--- config.mk ---
export PLATFORM = sky130hd
export DESIGN_NAME = calculator_seq_engine
export DESIGN_NICKNAME = d
export VERILOG_FILES = /design/src/rtl/calc_pkg.sv /design/src/rtl/calc_iter_unit.sv /design/src/rtl/calculator_seq_engine.sv
export SDC_FILE = /design/constraint.sdc
export NUM_CORES = 1
export LEC_CHECK = 0
export BUFFER_PORTS_ARGS = -buffer_cell sky130_fd_sc_hd__buf_4
export CAP_MARGIN = 20
export CORE_AREA = 2 2 128 130
export DETAILED_ROUTE_END_ITERATION = 16
export DIE_AREA = 0 0 130 132
export PLACE_DENSITY = 0.82
export SLEW_MARGIN = 20
export SYNTH_ARGS = -nofsm -noshare
export SYNTH_HDL_FRONTEND = slang
export SYNTH_HIERARCHICAL = 1
export SYNTH_SLANG_ARGS = --single-unit
--- constraint.sdc ---
create_clock -name IN_clk -period 6.8 [get_ports IN_clk]
set_input_delay 1.36 -clock IN_clk [delete_from_list [all_inputs] [get_ports IN_clk]]
set_output_delay 1.36 -clock IN_clk [all_outputs]
set_load 0.05 [all_outputs]
--- src/rtl/calc_pkg.sv ---
// calc_pkg: shared definitions for calculator_seq_engine.
//   OP_* constants   bit positions inside the one-hot operation code
//   calc_state_e     FSM states of the top-level sequencer
//   is_one_hot()     true when exactly one bit of a 4-bit code is set
// Optional feature macro used by the design files: CALC_DIVIDE_EN.
package calc_pkg;

  localparam int OP_ADD = 0;
  localparam int OP_SUB = 1;
  localparam int OP_MUL = 2;
  localparam int OP_DIV = 3;

  typedef enum logic [1:0] {
    IDLE = 2'd0,
    CALC = 2'd1,
    DONE = 2'd2
  } calc_state_e;

  // x & (x-1) clears the lowest set bit; a one-hot code leaves nothing behind.
  function automatic logic is_one_hot(input logic [3:0] code);
    return (code != 4'b0000) && ((code & (code - 4'd1)) == 4'b0000);
  endfunction

endpackage

--- src/rtl/calc_iter_unit.sv ---
// calc_iter_unit: one-bit-per-cycle multiply / divide datapath.
//   clk_i, rst_ni  clock and asynchronous active-low reset
//   load_i         capture operands and mode, clear the accumulator
//   step_i         perform one iteration
//   mode_i         0 = shift-add multiply, 1 = restoring divide
//   a_i, b_i       operand A (multiplicand / dividend), B (multiplier / divisor)
//   result_o       {hi, lo}: product, or {remainder, quotient}
// With CALC_DIVIDE_EN undefined the restoring-subtract step is not built.
module calc_iter_unit #(
  parameter int WIDTH = 16
) (
  input  logic               clk_i,
  input  logic               rst_ni,
  input  logic               load_i,
  input  logic               step_i,
  input  logic               mode_i,
  input  logic [WIDTH-1:0]   a_i,
  input  logic [WIDTH-1:0]   b_i,
  output logic [2*WIDTH-1:0] result_o
);

  // hi/lo form one double-width shift register; m holds the fixed operand.
  logic [WIDTH-1:0] hi_q, hi_d;
  logic [WIDTH-1:0] lo_q, lo_d;
  logic [WIDTH-1:0] m_q, m_d;
  logic [WIDTH:0]   mul_sum;
`ifdef CALC_DIVIDE_EN
  logic             mode_q, mode_d;
  logic [WIDTH:0]   div_shift;
`endif

  always_comb begin
    hi_d    = hi_q;
    lo_d    = lo_q;
    m_d     = m_q;
    // Multiply: add multiplicand when the current multiplier LSB is set,
    // then shift {carry, hi, lo} right so the next multiplier bit surfaces.
    mul_sum = {1'b0, hi_q} + (lo_q[0] ? {1'b0, m_q} : '0);
`ifdef CALC_DIVIDE_EN
    mode_d    = mode_q;
    // Divide: bring the next dividend bit into the partial remainder.
    div_shift = {hi_q, lo_q[WIDTH-1]};
`endif
    if (load_i) begin
      hi_d = '0;
`ifdef CALC_DIVIDE_EN
      mode_d = mode_i;
`endif
      if (mode_i) begin
        lo_d = a_i;
        m_d  = b_i;
      end else begin
        lo_d = b_i;
        m_d  = a_i;
      end
    end else if (step_i) begin
`ifdef CALC_DIVIDE_EN
      if (mode_q) begin
        if (div_shift >= {1'b0, m_q}) begin
          hi_d = WIDTH'(div_shift - {1'b0, m_q});
          lo_d = {lo_q[WIDTH-2:0], 1'b1};
        end else begin
          hi_d = div_shift[WIDTH-1:0];
          lo_d = {lo_q[WIDTH-2:0], 1'b0};
        end
      end else
`endif
      begin
        hi_d = mul_sum[WIDTH:1];
        lo_d = {mul_sum[0], lo_q[WIDTH-1:1]};
      end
    end
  end

  always_ff @(posedge clk_i or negedge rst_ni) begin
    if (!rst_ni) begin
      hi_q <= '0;
      lo_q <= '0;
      m_q  <= '0;
`ifdef CALC_DIVIDE_EN
      mode_q <= 1'b0;
`endif
    end else begin
      hi_q <= hi_d;
      lo_q <= lo_d;
      m_q  <= m_d;
`ifdef CALC_DIVIDE_EN
      mode_q <= mode_d;
`endif
    end
  end

  assign result_o = {hi_q, lo_q};

endmodule

--- src/rtl/calculator_seq_engine.sv ---
// calculator_seq_engine: multi-cycle add / subtract / multiply / divide.
//   IN_clk, IN_reset_n       clock, asynchronous active-low reset
//   IN_num1, IN_num2         unsigned operands A and B
//   IN_operation_code        one-hot {div, mul, sub, add}
//   IN_start                 request, sampled only while idle
//   OUT_busy, OUT_done       handshake: busy until done, done is a 1-cycle pulse
//   OUT_answer               2*WIDTH-bit result, held until the next accept
//   OUT_is_negative          subtract result was negative
//   OUT_error                invalid code or divide by zero
// Macro CALC_DIVIDE_EN enables the divider; otherwise divide is an invalid code.
module calculator_seq_engine
  import calc_pkg::*;
#(
  parameter int WIDTH = 16
) (
  input  logic               IN_clk,
  input  logic               IN_reset_n,
  input  logic [WIDTH-1:0]   IN_num1,
  input  logic [WIDTH-1:0]   IN_num2,
  input  logic [3:0]         IN_operation_code,
  input  logic               IN_start,
  output logic               OUT_busy,
  output logic               OUT_done,
  output logic [2*WIDTH-1:0] OUT_answer,
  output logic               OUT_is_negative,
  output logic               OUT_error
);

  localparam int CNT_W = $clog2(WIDTH);

  calc_state_e        state_q, state_d;
  logic [CNT_W-1:0]   cnt_q, cnt_d;
  logic               busy_q, busy_d;
  logic               done_q, done_d;
  logic [2*WIDTH-1:0] answer_q, answer_d;
  logic               neg_q, neg_d;
  logic               err_q, err_d;
  // Staged result for single-cycle operations, published in DONE.
  logic [2*WIDTH-1:0] res_q, res_d;
  logic               res_neg_q, res_neg_d;
  logic               res_err_q, res_err_d;
  logic               use_iter_q, use_iter_d;

  logic               iter_load, iter_step;
  logic [2*WIDTH-1:0] iter_result;
  logic [WIDTH:0]     add_sum;

  calc_iter_unit #(.WIDTH(WIDTH)) u_iter (
    .clk_i    (IN_clk),
    .rst_ni   (IN_reset_n),
    .load_i   (iter_load),
    .step_i   (iter_step),
    .mode_i   (IN_operation_code[OP_DIV]),
    .a_i      (IN_num1),
    .b_i      (IN_num2),
    .result_o (iter_result)
  );

  always_comb begin
    state_d    = state_q;
    cnt_d      = cnt_q;
    busy_d     = busy_q;
    done_d     = 1'b0;
    answer_d   = answer_q;
    neg_d      = neg_q;
    err_d      = err_q;
    res_d      = res_q;
    res_neg_d  = res_neg_q;
    res_err_d  = res_err_q;
    use_iter_d = use_iter_q;
    iter_load  = 1'b0;
    iter_step  = 1'b0;
    add_sum    = {1'b0, IN_num1} + {1'b0, IN_num2};

    case (state_q)
      IDLE: begin
        if (IN_start) begin
          busy_d     = 1'b1;
          answer_d   = '0;
          neg_d      = 1'b0;
          err_d      = 1'b0;
          res_d      = '0;
          res_neg_d  = 1'b0;
          res_err_d  = 1'b0;
          use_iter_d = 1'b0;
          state_d    = DONE;
          if (!is_one_hot(IN_operation_code)) begin
            res_err_d = 1'b1;
          end else if (IN_operation_code[OP_ADD]) begin
            res_d = {{(WIDTH-1){1'b0}}, add_sum};
          end else if (IN_operation_code[OP_SUB]) begin
            if (IN_num1 < IN_num2) begin
              res_d     = {{WIDTH{1'b0}}, IN_num2 - IN_num1};
              res_neg_d = 1'b1;
            end else begin
              res_d = {{WIDTH{1'b0}}, IN_num1 - IN_num2};
            end
          end else if (IN_operation_code[OP_MUL]) begin
            iter_load  = 1'b1;
            use_iter_d = 1'b1;
            cnt_d      = '0;
            state_d    = CALC;
          end else begin
`ifdef CALC_DIVIDE_EN
            if (IN_num2 == '0) begin
              res_err_d = 1'b1;
            end else begin
              iter_load  = 1'b1;
              use_iter_d = 1'b1;
              cnt_d      = '0;
              state_d    = CALC;
            end
`else
            res_err_d = 1'b1;
`endif
          end
        end
      end
      CALC: begin
        iter_step = 1'b1;
        if (cnt_q == CNT_W'(WIDTH - 1)) begin
          cnt_d   = '0;
          state_d = DONE;
        end else begin
          cnt_d = cnt_q + 1'b1;
        end
      end
      DONE: begin
        answer_d = use_iter_q ? iter_result : res_q;
        neg_d    = res_neg_q;
        err_d    = res_err_q;
        done_d   = 1'b1;
        busy_d   = 1'b0;
        state_d  = IDLE;
      end
      default: state_d = IDLE;
    endcase
  end

  always_ff @(posedge IN_clk or negedge IN_reset_n) begin
    if (!IN_reset_n) begin
      state_q    <= IDLE;
      cnt_q      <= '0;
      busy_q     <= 1'b0;
      done_q     <= 1'b0;
      answer_q   <= '0;
      neg_q      <= 1'b0;
      err_q      <= 1'b0;
      res_q      <= '0;
      res_neg_q  <= 1'b0;
      res_err_q  <= 1'b0;
      use_iter_q <= 1'b0;
    end else begin
      state_q    <= state_d;
      cnt_q      <= cnt_d;
      busy_q     <= busy_d;
      done_q     <= done_d;
      answer_q   <= answer_d;
      neg_q      <= neg_d;
      err_q      <= err_d;
      res_q      <= res_d;
      res_neg_q  <= res_neg_d;
      res_err_q  <= res_err_d;
      use_iter_q <= use_iter_d;
    end
  end

  assign OUT_busy        = busy_q;
  assign OUT_done        = done_q;
  assign OUT_answer      = answer_q;
  assign OUT_is_negative = neg_q;
  assign OUT_error       = err_q;

endmodule

==> results.txt <==
Number of routed nets with antenna violations: 0
Mapped Area: 8490 µm²
Syn avg cell area: 8.73 µm²
Fin crit period: 4.15 ns
CP startpoint: IN_num1[7]
Vias in the first global route: 7025
Final instance area: 9450 µm²
Largest net degree at the start of global routing: 76
Fin nets: 1111
Worst Path Class, Setup: in2reg
CP most frequent cell: a21oi_1
Max Cap Viol: 0
CP Cell Sequence: buf_4 -> inv_1 -> ha_1 -> o21ai_0 -> a21oi_1 -> a31oi_4 -> o21ai_2 -> mux2_2 -> a311o_1 -> a21oi_1
Core ar.: 15700 µm²
Cell variety after synth: 80
Rel. slew slack: 33.5%
Yosys Warn Count: 6
# H-tree levels: 3
Global route hottest layer: met2
Via count of the routed design: 7552
Layout Skew: 0.00836 ns
R2r startpoint: state_q[1]
Unrepaired setup endpoints after global routing: false
Drt first pass iters: 5
Hold Vio Cnt, Final: 0
Die area: 17200 µm²
Routability congestion estimate: 0.984
Die H: 132 µm
Hold WS: 0.476 ns
Avg WL per Cell: 18.3 µm
Vias per cell: 6.16
Status: finished clean
Min-delay src: OUT_busy
Setup TNS: 0 ns
Worst skew pair latency: 0.34 ns
Top post-synthesis cells by count: dfrtp_1 (110), a21oi_1 (94), o21ai_0 (72)
Total grt overflow: 0
CP Max Fanout: 16
Post-synthesis register bit count: 110
Power Total: 2.64 mW
Share of layout cells above drive strength 1: 12.1%
Fin crit share: 61.1%
Clock buffer depth: 2
Port-buffer cells: 74
Mapped Cells: 972
CTS tree: done
DP HPWL: 16.9 mm
Cell taking the most area after synthesis: dfrtp_1
Die W: 130 µm
CP bufs+invs: 2
Worst vdd ir: 0.000133 V
CP max stage delay: 0.63 ns
Worst slew pin tran: 0.998 ns
CTS resizes: 0
Synth top area cells: dfrtp_1 (32%), ha_1 (9.4%), mux2i_1 (7.2%)
CTS root buffer: clkbuf_16
Num rows: 46
Starting density of the core: 54.0%
Worst hold path class: reg2reg
CP required: 7.06 ns
Ys async rst share: 100%
Post-synth EDFFs: 0
PwrDens: 279 nW/µm²
Peak Freq: 0.241 GHz
CTS Buf Count: 9
Routing usage on met1: 37.8%
Main flop type after synthesis: dfrtp_1
Delay-heaviest family, CP: compound AO/OA/AOI/OAI gates
Post-synthesis net count: 1079
Slew Viols, Final: 0
Setup crit end kind: flop
Area Overhead vs Synth: 11.4%
Total wire length: 22.4 mm
DR iter-0 viols: 708
Pleak: 4.34 nW
CP Data Arrival Time: 4.41 ns
Setup-failing EPs final: 0
# diodes: 0
First-pass GRT wire length: 36.1 mm
Drc violations: 0
Met3 usage: 3.08%
Slowest-stage cell, CP: o21ai_2
Worst-path clk slew: 0.07 ns
Setup Buffers After CTS: 0
Top cell type's share of synthesized area: 32.4%
Met2 usage: 41.1%
I/O Pins: 75
GRT Resource Usage Total: 26.2%
Initial antenna violation count: 0
Top-count cell post-synth: dfrtp_1
CTS sink count: 110
Register area share after synthesis: 32.4%
Post-CTS Hold Buffers: 0
Setup crit start kind: input pin
Dpl cell area: 9130 µm²
==> routing by layer <==
metal	part of all wire, %	wire length [µm]
met4	2.5	549
met3	5.9	1320
met5	0	0
met1	45	10200
met2	46	10400
==> final timing paths <==
check | slack (ns) | depth (start not counted) | end
hold / removal | 0.48 | 2 | OUT_busy
setup reg to reg | 3.79 | 7 | res_q[15]
setup / recovery | 2.65 | 10 | res_q[11]
min in group asynchronous | 0.99 | 1 | OUT_error
hold reg to reg | 0.48 | 2 | OUT_busy
max in group asynchronous | 4.61 | 2 | u_iter/m_q[8]
==> sequential cells by signal, summed over array words and instances, names as in the netlist, 2 cells and up <==
| signal | flops |
|---|---|
| cnt_q | 4 |
| res_q | 17 |
| u_iter/m_q | 16 |
| OUT_answer | 32 |
| u_iter/lo_q | 16 |
| state_q | 2 |
| u_iter/hi_q | 16 |
==> worst reg2reg max path, cell delays in order (launching register included) <==
cell	delay, ns
dfrtp_1	0.45
or3b_1	0.69
buf_4	0.37
nor3_1	0.33
nand2_1	0.31
or3_1	0.39
o221a_2	0.27
a21oi_1	0.14
==> power by group <==
group | switching (mW) | internal (mW)
registers | 0.149 | 0.823
logic | 0.666 | 0.434
clock network | 0.230 | 0.335
total | 1.04 | 1.59
==> layout make-up <==
type	count	area, µm²
flip-flops and latches	110	2750
well taps	216	270
clock inverters	4	77.6
fillers	1371	6260
clock buffers	12	246
inverters	60	225
multi-input cells	743	5280
repair buffers	80	601
==> kinds of logic after synthesis <==
logic type      synth area share, %
fa+ha+maj                      10.4
compound gates                 25.6
mux                            7.86
simple gates                   16.6
xor+xnor                       1.55
flops                          32.4
buf+inv                        5.54
==> per-stage QoR <==
stage / std cells / setup WS, ns / util, %
3_5_place_dp: 1209 / 2.35 / 58.1
6_report: 1225 / 2.65 / 60.2
2_1_floorplan: 972 / 2.99 / -
3_3_place_gp: 1209 / 2.43 / 58.1
4_1_cts: 1225 / 2.69 / 60.2
5_1_grt: 1225 / 2.44 / 60.2
==> layout by cell type, fill, tap and decap left out, types with 17 or more instances in the layout <==
master,Yosys,final
a211oi_1,23,23
ha_1,64,64
and2_1,17,17
dfrtp_1,110,110
mux2i_1,61,61
nor2b_1,30,29
nor2_1,56,55
a22o_1,18,18
nand3_1,39,39
nand2_1,52,52
nor3_1,18,18
a21oi_1,94,94
inv_1,60,60
buf_4,1,80
o21ai_0,72,72
No activity file was read; power rests on OpenSTA's default activity.
